[config.mk]
export PLATFORM = sky130hd
export DESIGN_NAME = timer_irq
export DESIGN_NICKNAME = d
export VERILOG_FILES = /design/src/rtl/timer_irq_pkg.sv /design/src/rtl/timer_prescaler.sv /design/src/rtl/timer_irq.sv
export SDC_FILE = /design/constraint.sdc
export NUM_CORES = 1
export LEC_CHECK = 0
export CAP_MARGIN = 0
export CORE_MARGIN = 3
export CORE_UTILIZATION = 35
export DETAILED_ROUTE_END_ITERATION = 12
export GPL_ROUTABILITY_DRIVEN = 1
export HOLD_SLACK_MARGIN = 0.15
export PLACE_DENSITY_LB_ADDON = 0.2
export SLEW_MARGIN = 10
export SYNTH_ARGS = -nofsm -noshare
export SYNTH_HDL_FRONTEND = slang
export SYNTH_SLANG_ARGS = --single-unit
[constraint.sdc]
create_clock -name clk -period 4.5 [get_ports clk]
set_clock_uncertainty 0.2 [all_clocks]
set_input_delay 0.9 -clock clk [delete_from_list [all_inputs] [get_ports clk]]
set_output_delay 0.9 -clock clk [all_outputs]
set_load 0.02 [all_outputs]
[src/rtl/timer_irq_pkg.sv]
// Shared definitions for the timer_irq block: register window offsets,
// TCON bit positions, the default base address and an address-match helper.
// Optional feature macro used by this block: TIMER_PRESCALE_EN.
package timer_irq_pkg;

    // Default byte address of TH; TL, TCON and PSC follow at +4, +8, +12.
    localparam logic [31:0] TIMER_BASE_DEFAULT = 32'h4000_0000;

    // Register byte offsets within the window.
    localparam logic [31:0] TH_OFS   = 32'd0;
    localparam logic [31:0] TL_OFS   = 32'd4;
    localparam logic [31:0] TCON_OFS = 32'd8;
    localparam logic [31:0] PSC_OFS  = 32'd12;

    // TCON bit indices.
    localparam int TCON_EN = 0;
    localparam int TCON_IE = 1;
    localparam int TCON_IS = 2;

    // Counter value at which the next tick reloads from TH.
    localparam logic [31:0] TL_MAX = 32'hFFFF_FFFF;

    // True when a byte address selects the word at base + ofs; the byte
    // lane bits [1:0] are ignored.
    function automatic logic addr_hit(input logic [31:0] addr,
                                      input logic [31:0] base,
                                      input logic [31:0] ofs);
        logic [31:0] target;
        target = base + ofs;
        return addr[31:2] == target[31:2];
    endfunction

endpackage

[src/rtl/timer_prescaler.sv]
// 8-bit prescaler for timer_irq: counts 0..psc_i while enabled and emits a
// one-cycle tick when the count equals psc_i, then wraps to 0.
// Only instantiated when TIMER_PRESCALE_EN is defined.
module timer_prescaler (
    input  logic       clk,
    input  logic       reset,
    input  logic       enable_i,
    input  logic       clear_i,
    input  logic [7:0] psc_i,
    output logic       tick_o
);

    logic [7:0] cnt_q;
    logic [7:0] cnt_d;

    // Terminal count of an enabled prescaler produces the tick.
    assign tick_o = enable_i && (cnt_q == psc_i);

    // Next count: wrap on tick; held at 0 while disabled or on a PSC write.
    always_comb begin
        cnt_d = cnt_q + 8'd1;
        if (!enable_i || clear_i || tick_o) begin
            cnt_d = 8'd0;
        end
    end

    // Count register.
    always_ff @(posedge clk) begin
        if (reset) begin
            cnt_q <= 8'd0;
        end else begin
            cnt_q <= cnt_d;
        end
    end

endmodule

[src/rtl/timer_irq.sv]
// Memory-mapped 32-bit reload timer that drives the IRQ input of the
// pipeline control decoder. Registers: TH (reload), TL (counter),
// TCON {status, int enable, enable} and, with TIMER_PRESCALE_EN defined,
// an 8-bit PSC prescaler register at BASE+12.
module timer_irq
    import timer_irq_pkg::*;
#(
    parameter logic [31:0] BASE_ADDR = TIMER_BASE_DEFAULT
) (
    input  logic        clk,
    input  logic        reset,
    input  logic [31:0] Address,
    input  logic [31:0] WriteData,
    input  logic        MemRd,
    input  logic        MemWr,
    input  logic        kernel,
    output logic [31:0] ReadData,
    output logic        IRQ
);

    logic [31:0] th_q, th_d;
    logic [31:0] tl_q, tl_d;
    logic [2:0]  tcon_q, tcon_d;

    logic sel_th, sel_tl, sel_tcon, sel_psc;
    logic tick;
    logic overflow;

    // Byte-lane bits carry no meaning for word registers.
    logic unused_addr_lsb;
    assign unused_addr_lsb = ^Address[1:0];

    assign sel_th   = addr_hit(Address, BASE_ADDR, TH_OFS);
    assign sel_tl   = addr_hit(Address, BASE_ADDR, TL_OFS);
    assign sel_tcon = addr_hit(Address, BASE_ADDR, TCON_OFS);
    assign sel_psc  = addr_hit(Address, BASE_ADDR, PSC_OFS);

`ifdef TIMER_PRESCALE_EN
    logic [7:0] psc_q, psc_d;

    // PSC register: loaded by stores to BASE+12.
    always_comb begin
        psc_d = psc_q;
        if (MemWr && sel_psc) begin
            psc_d = WriteData[7:0];
        end
    end

    // PSC state.
    always_ff @(posedge clk) begin
        if (reset) begin
            psc_q <= 8'd0;
        end else begin
            psc_q <= psc_d;
        end
    end

    timer_prescaler u_prescaler (
        .clk      (clk),
        .reset    (reset),
        .enable_i (tcon_q[TCON_EN]),
        .clear_i  (MemWr && sel_psc),
        .psc_i    (psc_q),
        .tick_o   (tick)
    );
`else
    // Without a prescaler every enabled cycle is a tick.
    assign tick = tcon_q[TCON_EN];
`endif

    assign overflow = tick && (tl_q == TL_MAX);

    // Next register state: stores take priority over counting, except that
    // an overflow setting the status bit beats a TCON store clearing it.
    always_comb begin
        th_d   = th_q;
        tl_d   = tl_q;
        tcon_d = tcon_q;

        if (tick) begin
            tl_d = overflow ? th_q : tl_q + 32'd1;
        end

        if (MemWr && sel_th) begin
            th_d = WriteData;
        end
        if (MemWr && sel_tl) begin
            tl_d = WriteData;
        end
        if (MemWr && sel_tcon) begin
            tcon_d = WriteData[2:0];
        end

        if (overflow && tcon_q[TCON_IE]) begin
            tcon_d[TCON_IS] = 1'b1;
        end
    end

    // Timer register state.
    always_ff @(posedge clk) begin
        if (reset) begin
            th_q   <= 32'd0;
            tl_q   <= 32'd0;
            tcon_q <= 3'b000;
        end else begin
            th_q   <= th_d;
            tl_q   <= tl_d;
            tcon_q <= tcon_d;
        end
    end

    // Combinational load path; zero unless a load hits the window.
    always_comb begin
        ReadData = 32'd0;
        if (MemRd) begin
            if (sel_th) begin
                ReadData = th_q;
            end else if (sel_tl) begin
                ReadData = tl_q;
            end else if (sel_tcon) begin
                ReadData = {29'd0, tcon_q};
            end else if (sel_psc) begin
`ifdef TIMER_PRESCALE_EN
                ReadData = {24'd0, psc_q};
`else
                ReadData = 32'd0;
`endif
            end
        end
    end

    // Level interrupt, masked by the interrupt enable and kernel mode.
    assign IRQ = tcon_q[TCON_IS] & tcon_q[TCON_IE] & ~kernel;

endmodule

# [After elaboration in Yosys (flattened, before gate mapping)]
# Index checks and enable logic that the tools add are counted.
# W data, S select, Z words.
[word_totals] reg_bits=67 out_inout_bits=33 elab_cells=28
[op_classes] n_addsub=1 eq_ne=4 n_mux=9 n_bitwise=3 reduce_logical=7
[op_table] operator="$mux W32" n=6
[op_table] operator="$eq A30 B29 Y1 const B" n=3
[op_table] operator="$add A32 B1 Y32 const B" n=1
[op_table] operator="$eq A32 B32 Y1 const B" n=1
[op_table] operator="$mux W3" n=2
[op_table] operator="$logic_and A1 B1 Y1" n=5
[op_table] operator="$reduce_bool A2 Y1" n=2
[op_table] operator="$and A1 B1 Y1" n=2
[op_table] operator="$mux W1" n=1
[op_table] operator="$not A1 Y1" n=1

# [Depth between registers and ports, before layout]
# Gate-level depths: netlist of the first run.
[logic_depth] ltp_word=5 ltp_mapped=9

# [Worst setup path after synthesis of the first run]
# Ideal clock, no wire load.
[synth_path] path_kind="in2out" start="input Address[14]" end="output ReadData[28]" arrival_time_ns=2.647 slack_ns=0.753 path_stages=8 path_buffers=2 cell_sequence="nor4_1 -> nand4_1 -> nor3_2 -> nor3b_1 -> buf_2 -> buf_6 -> a22oi_1 -> nor2b_1"
[synth_between] elab_chain_cells=4 word_cells_on_any_way=5 cone_classes="eq/ne: 2; mux: 3"
[synth_lines] item="start, declared" line="timer_irq.sv:12" rtl="input logic [31:0] Address,"
[synth_lines] item="$eq A30 B29 Y1" line="timer_irq_pkg.sv:30" rtl="return addr[31:2] == target[31:2];"
[synth_lines] item="$mux W32" line="timer_irq.sv:118" rtl="end else if (sel_tl) begin"
[synth_lines] item="$mux W32 (*)" line="timer_irq.sv:116" rtl="if (sel_th) begin"
[synth_lines] item="$mux W32 (*)" line="timer_irq.sv:115" rtl="if (MemRd) begin"
[synth_lines] item="end, declared" line="timer_irq.sv:17" rtl="output logic [31:0] ReadData,"
# Every way passes the cells marked *; elsewhere a longest branch is shown, timed or not.

# [Final worst setup path of the first run]
[layout_path] start="input Address[27]" end="output ReadData[0]"
[layout_between] elab_chain_cells=5 word_cells_on_any_way=7 cone_classes="eq/ne: 3; mux: 4"
[layout_lines] item="$eq A30 B29 Y1" line="timer_irq_pkg.sv:30"
[layout_lines] item="$mux W3" line="timer_irq.sv:120" rtl="end else if (sel_tcon) begin"
[layout_lines] item="$mux W32" line="timer_irq.sv:118"
[layout_lines] item="$mux W32 (*)" line="timer_irq.sv:116"
[layout_lines] item="$mux W32 (*)" line="timer_irq.sv:115"
# Marks and branches as above.

==> key figures, run 1 <==
Logic synthesis
  • Post-synth top cells: nand2_1, dfxtp_1, a21oi_1, clkbuf_1, nor2b_1
  • Unique masters post-synth: 56
  • Synth top area cells: dfxtp_1, nand2_1, a21oi_1
  • Largest area contributor in the netlist: dfxtp_1
  • Top cell type's share of synthesized area: 30.9%
  • Synthesized flop and latch total: 67
  • Mean Syn Cell Area: 7.59 um2
  • Cell area after synthesis: 4340 um2
  • Yosys Warn Count: 0
  • Most frequent cell after synthesis: nand2_1
  • Syn nets: 641
  • Async SR Flop Fraction: 0%
  • EDFF count, synth: 0
  • Post-synth top flop: dfxtp_1
  • Synth Instances: 571
  • Seq/Total Area, Yosys: 30.9%

Timing
  • Part of the cycle the worst path needs: 97.2%
  • Worst slew pin tran: 0.885 ns
  • RSZ-0062 raised after global routing: no
  • Final max-slew violation count: 0
  • Final Setup Violations: 0
  • Sum of negative setup slack: 0 ns
  • Worst slew margin: 41.0%
  • Min cycle time layout: 4.37 ns
  • Hold Worst Slack: 0.260 ns
  • Hold Fails Final Rpt: 0
  • Fmax: 0.229 GHz

Floorplanning
  • Core Box Area: 12100 um2
  • Boundary pin count: 102
  • Die Y: 117 um
  • Die ar.: 13800 um2
  • Die extent in x: 117 um
  • Row count: 40
  • Starting Density: 36.0%

Placement
  • GP Congestion: 0.827
  • # placed instances: 801
  • IO buf count: 99
  • DP HPWL: 9750 um

Global route
  • Antenna violations before repair: 0
  • First-pass GRT wire length: 23400 um
  • Vias in the first global route: 4426
  • Largest net degree at the start of global routing: 45
  • GR Overflow Total: 0
  • Tot GR Track Use: 20.7%

Power
  • Lkg Pwr: 2.06 nW
  • Pwr dens: 233 nW/um2
  • Final Power: 1.33 mW
  • VDD IR max: 0.000135 V

Clock network
  • CTS buffer count: 9
  • Worst-path clk slew: 0.05 ns
  • Clk Latency, worst-skew pair: 0.33 ns
  • Clock root cell: clkbuf_16
  • Depth of the CTS H-tree: 3
  • CTS tree: done
  • Cts hold-fix bufs: 0
  • Sink Count: 67
  • Clock buffer depth: 2

Setup path
  • Crit-path most repeated cell: clkdlybuf4s50_1
  • Crit path kind: in -> out
  • Top delay family on crit path: buffers and inverters
  • Worst-path fanout max: 16
  • CP Data Arrival Time: 3.27 ns
  • CP required: 3.40 ns
  • Slowest CP cell: or4_4
  • CP Cell Sequence: clkdlybuf4s50_1 > or4_4 > nor3_4 > nor3b_4 > buf_6 > a21oi_1 > clkdlybuf4s50_1
  • Crit. End Element: primary output
  • Crit-path max cell delay: 0.56 ns
  • WP buf/inv: 3
  • Startpoint types: input port

Detailed routing
  • Antenna Violating Nets Remaining: 0
  • Drt wl/cell: 17.6 um
  • Vias post-DR: 4611
  • Drc violations: 0
  • Vias per cell: 5.66
  • First-pass DRT Iterations: 5
  • Initial DRC count: 323
  • WL final: 14300 um

Cells and area
  • Layout cells sized above 1: 7.88%
  • FILL cells: 1172
  • Layout Nets: 714
  • Final Util: 47.3%
  • Finished Layout Cells: 815
  • Antenna cells: 0
  • Area grow syn2layout: 31.6%

Hold path
  • Hold Crit Class: reg -> reg

Status
  • Status: complete, no violations

Job
  • Max-cap violations: 0
==> path summary, 6_finish.rpt <==
path	start	to	slack, ns	depth (start not counted)
setup reg to reg	tl_q[0]	tl_q[27]	1.39	6
setup / recovery	Address[27]	ReadData[0]	0.13	7
hold reg to reg	th_q[0]	th_q[0]	0.26	2
hold / removal	th_q[0]	th_q[0]	0.26	2
==> per-layer routing <==
metal	vias to the layer above	part of all wire [%]	global-route usage, %	wire length [um]
met4	0	1.5	6.74	214
met1	2182	43	27.5	6210
met3	15	7.0	3.42	997
met5	-	0	0	0
met2	191	48	34.4	6910
li1	2223	-	-	-
==> sequential cells by signal, indices dropped and copies added, names as in the netlist <==
name    count
tl_q       32
tcon_q      3
th_q       32
==> area by class of cell <==
type                            instances  area [um2]  share of cell area [%]
Sequential cell                        67        1340                    23.5
Tap cell                              168         210                    3.68
Multi-Input combinational cell        441        2760                    48.4
Inverter                               10        37.5                   0.658
Timing Repair Buffer                  115        1090                    19.1
Clock inverter                          3        15.0                   0.263
Clock buffer                           11         253                    4.43
==> cell families (layout without fill, tap and decap cells) <==
logic type / after synthesis / in the layout / synth area share [%]
multiplexers: 9 / 9 / 2.08
AO/OA/AOI/OAI: 150 / 150 / 22.5
flip-flops: 67 / 67 / 30.9
buffers and inverters: 63 / 139 / 6.46
XOR/XNOR: 24 / 24 / 4.85
adder cells (fa/ha/maj): 1 / 1 / 0.288
AND/OR/NAND/NOR: 257 / 257 / 32.9
==> cells in the final DEF (no fill, tap or decap), types with 2 or more instances in the layout <==
master / synthesis / final
clkbuf_8: 0 / 2
a211o_1: 4 / 4
clkinv_2: 0 / 3
buf_6: 2 / 4
dlymetal6s2s_1: 0 / 2
o21ai_0: 4 / 4
and4_1: 6 / 6
o21bai_1: 4 / 4
clkbuf_16: 0 / 9
xnor2_1: 13 / 13
o211ai_1: 8 / 8
dfxtp_1: 67 / 67
dlygate4sd2_1: 0 / 29
nor2_1: 29 / 29
inv_1: 10 / 10
nand4_1: 18 / 18
or3_1: 7 / 7
a21oi_1: 63 / 63
xor2_1: 11 / 11
mux2i_1: 9 / 9
a22oi_1: 29 / 29
a31oi_1: 3 / 3
a221oi_1: 2 / 2
nor3b_4: 0 / 2
nor3_1: 14 / 14
nor4_1: 8 / 7
and3_1: 16 / 16
nand2_1: 89 / 89
a211oi_1: 23 / 23
nor4_4: 2 / 2
nand3_1: 16 / 16
nor2b_1: 30 / 30
nor4_2: 6 / 7
clkdlybuf4s50_1: 0 / 67
buf_4: 3 / 12
==> power breakdown <==
| group | total [mW] | leakage [nW] | switching, mW | internal (mW) |
|---|---|---|---|---|
| clock network | 0.641 | 0.137 | 0.248 | 0.393 |
| logic | 0.0966 | 1.38 | 0.0362 | 0.0604 |
| registers | 0.594 | 0.539 | 0.00000000100 | 0.594 |
| total | 1.33 | 2.06 | 0.284 | 1.05 |
==> stage by stage <==
| stage | setup slack [ns] | cell area [um2] |
|---|---|---|
| after floorplan | 0.753 | 4340 |
| after global placement | -0.149 | 5440 |
| after detailed placement | -0.230 | 5440 |
| after CTS | 0.0331 | 5700 |
| after global routing | 0.0153 | 5710 |
| final | 0.125 | 5710 |
==> timing repair <==
action	CTS	global route
gates resized for setup	35	3
endpoints found under the setup margin	30	3
pin swaps	1	0
buffers inserted	0	0
==> worst min-delay path, delay by kind of cell (launching register included) <==
| family | cells | cell delay, ns |
|---|---|---|
| DFF | 1 | 0.31 |
| AOI/OAI and AO/OA | 1 | 0.05 |
| and+or+nand+nor | 1 | 0.05 |
Note: power is estimated with default switching activity, not from simulation.
==> run 2, diff against run 1 <==
--- a/config.mk
+++ b/config.mk
@@ -6,7 +6,7 @@
 export NUM_CORES = 1
 export LEC_CHECK = 0
 export CAP_MARGIN = 0
-export CORE_MARGIN = 3
+export CORE_MARGIN = 4
 export CORE_UTILIZATION = 35
 export DETAILED_ROUTE_END_ITERATION = 12
 export GPL_ROUTABILITY_DRIVEN = 1
==> run 2 against run 1 <==
  * Sequential share of layout area shrank 0.087 points
  * First-iteration DRC count grew 24%
  * Non-clock buffer count shrank 1
  * Highest routed layer unchanged
  * Global-route usage shrank 0.60 points
  * Combinational power is essentially flat
  * Largest cell class unchanged
  * Utilization grew 0.18 points
  * Worst setup slack gained 0.033 ns
==> key figures, run 2 (synthesized netlist as in run 1, its figures left out) <==
Cells and area
  • Area grow syn2layout: 32.1%
  • Layout cells sized above 1: 8.18%
  • Most frequent cells in the layout: nand2_1, dfxtp_1, clkdlybuf4s50_1, a21oi_1, nor2b_1
  • FILL cells: 1214
  • Post-route cell area: 5730 um2
  • Biggest regs: th_q: 32 flops, tl_q: 32 flops, tcon_q: 3 flops
  • Layout Nets: 713
  • Most common cell after layout, fill and taps aside: nand2_1
  • Antenna cells: 0

Global route
  • Gr busiest metal: met2
  • Antenna violations before repair: 0
  • Met2 GRT Util: 33.0%
  • Largest net degree at the start of global routing: 45
  • Vias in the first global route: 4566
  • Grt met3 use: 4.37%
  • M1 GR Usage: 26.3%
  • First-pass GRT wire length: 23300 um
  • Tot GR Track Use: 20.1%
  • GR Overflow Total: 0

Setup path
  • Worst-path fanout max: 29
  • R2r worst-path depth: 6
  • CP Data Arrival Time: 3.24 ns
  • Startpoint types: input port
  • CP required: 3.40 ns
  • Crit. End Element: primary output
  • Crit path kind: in -> out

Clock network
  • Clk Latency, worst-skew pair: 0.34 ns
  • Sink Count: 67
  • Clock buffer depth: 2
  • CTS tree: done
  • CTS buffer count: 9
  • Worst-path clk slew: 0.05 ns
  • Depth of the CTS H-tree: 3
  • Cts hold-fix bufs: 0
  • Post-CTS Setup Bufs: 0
  • Clock root cell: clkbuf_16

Floorplanning
  • Die Y: 119 um
  • Starting Density: 36.0%
  • Die extent in x: 119 um
  • Die ar.: 14200 um2
  • Core Box Area: 12100 um2
  • Boundary pin count: 102
  • Row count: 40

Detailed routing
  • Drt wl/cell: 17.7 um
  • Initial DRC count: 400
  • Vias per cell: 5.61
  • Vias post-DR: 4579
  • Antenna Violating Nets Remaining: 0
  • WL final: 14500 um
  • Drc violations: 0
  • First-pass DRT Iterations: 5

Timing
  • Part of the cycle the worst path needs: 96.5%
  • Final Setup Violations: 0
  • Fmax: 0.230 GHz
  • Final max-slew violation count: 0
  • Min cycle time layout: 4.34 ns
  • RSZ-0062 raised after global routing: no
  • Worst slew margin: 41.3%
  • Sum of negative setup slack: 0 ns
  • Hold Worst Slack: 0.271 ns
  • Worst slew pin tran: 0.880 ns
  • Hold Fails Final Rpt: 0

Hold path
  • Hold Crit Class: reg -> reg
  • Hold path depth: 2

Status
  • Status: complete, no violations

Job
  • Max-cap violations: 0

Power
  • Lkg Pwr: 2.05 nW
  • VDD IR max: 0.000152 V
  • Pwr dens: 241 nW/um2

Placement
  • DP HPWL: 9740 um
  • GP Congestion: 0.860
  • Area post-placement: 5440 um2
  • IO buf count: 99
## run 2: report_power, final
group	total [mW]	switching (mW)	leakage [nW]	internal, mW
Sequential	0.594	0.000000000995	0.539	0.594
Clock	0.689	0.256	0.146	0.433
Combinational	0.0969	0.0363	1.36	0.0605
## run 2: cell type report
type | instances | area (um2) | area share (%)
multi-input cells | 441 | 2760 | 48.2
flip-flops and latches | 67 | 1340 | 23.4
repair buffers | 114 | 1090 | 19.0
clock buffers | 15 | 288 | 5.02
well taps | 168 | 210 | 3.67
inverters | 10 | 37.5 | 0.655
clock inverters | 1 | 5.00 | 0.0874
## run 2: worst max-delay path, cell delays in order
cell and delay, ns:
clkdlybuf4s50_1 0.42, or4_4 0.55, nor3_2 0.26, nor3b_4 0.27, buf_12 0.23, a22oi_1 0.13
nor2b_1 0.12, dlygate4sd2_1 0.34
## run 2: what timing repair did
action,in CTS,in global routing
setup endpoints to repair,29,32
pin swaps,0,1
gates resized for setup,32,12
## run 2: stage by stage
stage	std cells	power, mW	utilization [%]	setup slack [ns]
after CTS	816	1.39	47.4	0.0924
final	816	1.38	47.5	0.158
after global placement	800	0.701	45.1	-0.107
after global routing	816	1.42	47.5	0.00437
after floorplan	571	0.628	-	0.753
after detailed placement	800	0.702	45.1	-0.130
## run 2: final timing paths
check	slack, ns	from	endpoint
max	0.16	Address[27]	ReadData[16]
max reg2reg	1.35	tl_q[0]	tl_q[5]
min reg2reg	0.27	th_q[25]	th_q[25]
min	0.27	th_q[25]	th_q[25]
## run 2: routing by layer
metal / part of all wire [%] / up-vias
met3: 7.1 / 19
met5: 0 / -
met2: 46 / 179
met1: 45 / 2156
li1: - / 2225
met4: 1.7 / 0
==> run 3, diff against run 2 <==
--- a/config.mk
+++ b/config.mk
@@ -5,12 +5,12 @@
 export SDC_FILE = /design/constraint.sdc
 export NUM_CORES = 1
 export LEC_CHECK = 0
-export CAP_MARGIN = 0
 export CORE_MARGIN = 4
 export CORE_UTILIZATION = 35
 export DETAILED_ROUTE_END_ITERATION = 12
 export GPL_ROUTABILITY_DRIVEN = 1
 export HOLD_SLACK_MARGIN = 0.15
+export MAX_ROUTING_LAYER = met4
 export PLACE_DENSITY_LB_ADDON = 0.2
 export SLEW_MARGIN = 10
 export SYNTH_ARGS = -nofsm -noshare
==> run 3 against run 2 <==
  * Utilization is the same
  * Combinational power about the same
  * Non-clock buffer count unchanged
  * Clock power about the same
  * Worst setup slack improved by 0.00093 ns
  * Largest power group unchanged
  * Via count shrank 0.85%
  * First-iteration DRC count is 9.5% lower
==> key figures, run 3 (synthesized netlist as in run 1, its figures left out) <==
Setup path
  • FF-to-FF setup slack: 1.37 ns
  • Worst-path fanout max: 29
  • R2r worst-path depth: 6
  • Crit path from: Address[27]
  • Critical R2R Capture: tl_q[5]
  • Crit path kind: in -> out
  • CP Data Arrival Time: 3.24 ns
  • Startpoint types: input port
  • CP required: 3.40 ns
  • R2r startpoint: tl_q[0]
  • Crit. End Element: primary output

Placement
  • # placed instances: 800
  • DP HPWL: 9740 um
  • Setup Slack @ Placement: -0.130 ns
  • IO buf count: 99
  • GP Congestion: 0.874
  • Area post-placement: 5440 um2

Timing
  • Min cycle time layout: 4.34 ns
  • Sum of negative setup slack: 0 ns
  • Final Setup Violations: 0
  • Fmax: 0.230 GHz
  • Worst slew pin tran: 0.867 ns
  • Part of the cycle the worst path needs: 96.5%
  • Hold Fails Final Rpt: 0
  • Worst slew margin: 42.2%
  • RSZ-0062 raised after global routing: no
  • Hold Worst Slack: 0.258 ns
  • Final max-slew violation count: 0
  • Worst Setup Slack, final: 0.159 ns

Hold path
  • Hold Crit Class: reg -> reg
  • Worst min-delay path endpoint: th_q[0]
  • Hold path depth: 2
  • Hold Crit Start: th_q[0]

Global route
  • GR Overflow Total: 0
  • Tot GR Track Use: 20.7%
  • Antenna violations before repair: 0
  • Largest net degree at the start of global routing: 45
  • First-pass GRT wire length: 23300 um
  • Vias in the first global route: 4566

Power
  • Seq pwr share: 43.1%
  • Pwr dens: 241 nW/um2
  • Final Power: 1.38 mW
  • Clock share of power: 49.9%
  • Switching pwr: 0.291 mW
  • Internal power: 1.09 mW
  • Net Sw Frac: 21.1%
  • Power share of the combinational group: 7.0%
  • VDD IR max: 0.000150 V
  • Lkg Pwr: 2.05 nW

Status
  • Status: complete, no violations

Clock network
  • Post-CTS Setup Bufs: 0
  • Depth of the CTS H-tree: 3
  • Clock root cell: clkbuf_16
  • CTS buffer count: 9
  • Clk Latency, worst-skew pair: 0.34 ns
  • Sink Count: 67
  • Cts hold-fix bufs: 0
  • Worst-path clk slew: 0.05 ns
  • CTS tree: done
  • Clock buffer depth: 2

Cells and area
  • Most frequent cells in the layout: nand2_1, dfxtp_1, clkdlybuf4s50_1, a21oi_1, nor2b_1
  • Layout Nets: 713
  • FILL cells: 1214
  • Most common cell after layout, fill and taps aside: nand2_1
  • Antenna cells: 0
  • Area grow syn2layout: 32.1%
  • Layout cells sized above 1: 8.18%
  • Finished Layout Cells: 816
  • Multi-input logic area: 2760 um2
  • Biggest regs: th_q: 32 flops, tl_q: 32 flops, tcon_q: 3 flops
  • Reg area: 1340 um2
  • Post-route cell area: 5730 um2
  • Final Util: 47.5%

Detailed routing
  • Drt wl/cell: 17.6 um
  • WL final: 14400 um
  • Vias post-DR: 4540
  • Drc violations: 0
  • Vias per cell: 5.56
  • Initial DRC count: 362
  • Antenna Violating Nets Remaining: 0
  • First-pass DRT Iterations: 5

Job
  • Max-cap violations: 0

Floorplanning
  • Die Y: 119 um
  • Core Box Area: 12100 um2
  • Row count: 40
  • Starting Density: 36.0%
  • Die extent in x: 119 um
  • Boundary pin count: 102
  • Die ar.: 14200 um2
-- run 3: repair_timing --
action                                  4_1_cts  5_1_grt
cloned                                        0        0
endpoints found under the setup margin       29       32
resized for setup                            32       12
pin swaps                                     0        1
-- run 3: worst max-delay path by stage --
| stage | slack, ns | endpoint | cells after the start |
|---|---|---|---|
| global placement | -0.11 | ReadData[13] | 9 |
| CTS | 0.09 | ReadData[1] | 8 |
| finish | 0.16 | ReadData[3] | 8 |
| floorplan | 0.75 | ReadData[28] | 8 |
| global route | 0.004 | ReadData[24] | 8 |
| detailed placement | -0.13 | ReadData[13] | 9 |
-- run 3: power groups by stage --
stage,combinational [mW],sequential [mW],clock (mW)
6_report,0.0968,0.593,0.687
5_1_grt,0.103,0.593,0.722
4_1_cts,0.0967,0.593,0.698
3_5_place_dp,0.0961,0.606,0
3_3_place_gp,0.0949,0.606,0
2_1_floorplan,0.0222,0.606,0
-- run 3: routing by layer --
layer / GRT usage, % / part of all wire [%] / vias to the layer above
met5: - / 0 / -
met4: 6.51 / 1.7 / 0
met3: 3.18 / 6.4 / 19
met2: 32.9 / 47 / 183
met1: 27.1 / 45 / 2115
li1: - / - / 2223
-- run 3: cell type report --
cell class	instances	area share, %
multi-input cells	441	48.2
flip-flops and latches	67	23.4
repair buffers	114	19.0
clock buffers	15	5.02
well taps	168	3.67
inverters	10	0.655
clock inverters	1	0.0874
-- run 3: critical path, stage by stage --
cell	delay, ns
clkdlybuf4s50_1	0.42
or4_4	0.55
nor3_2	0.26
nor3b_4	0.27
buf_12	0.23
a22oi_1	0.12
nor2b_1	0.13
dlygate4sd2_1	0.34
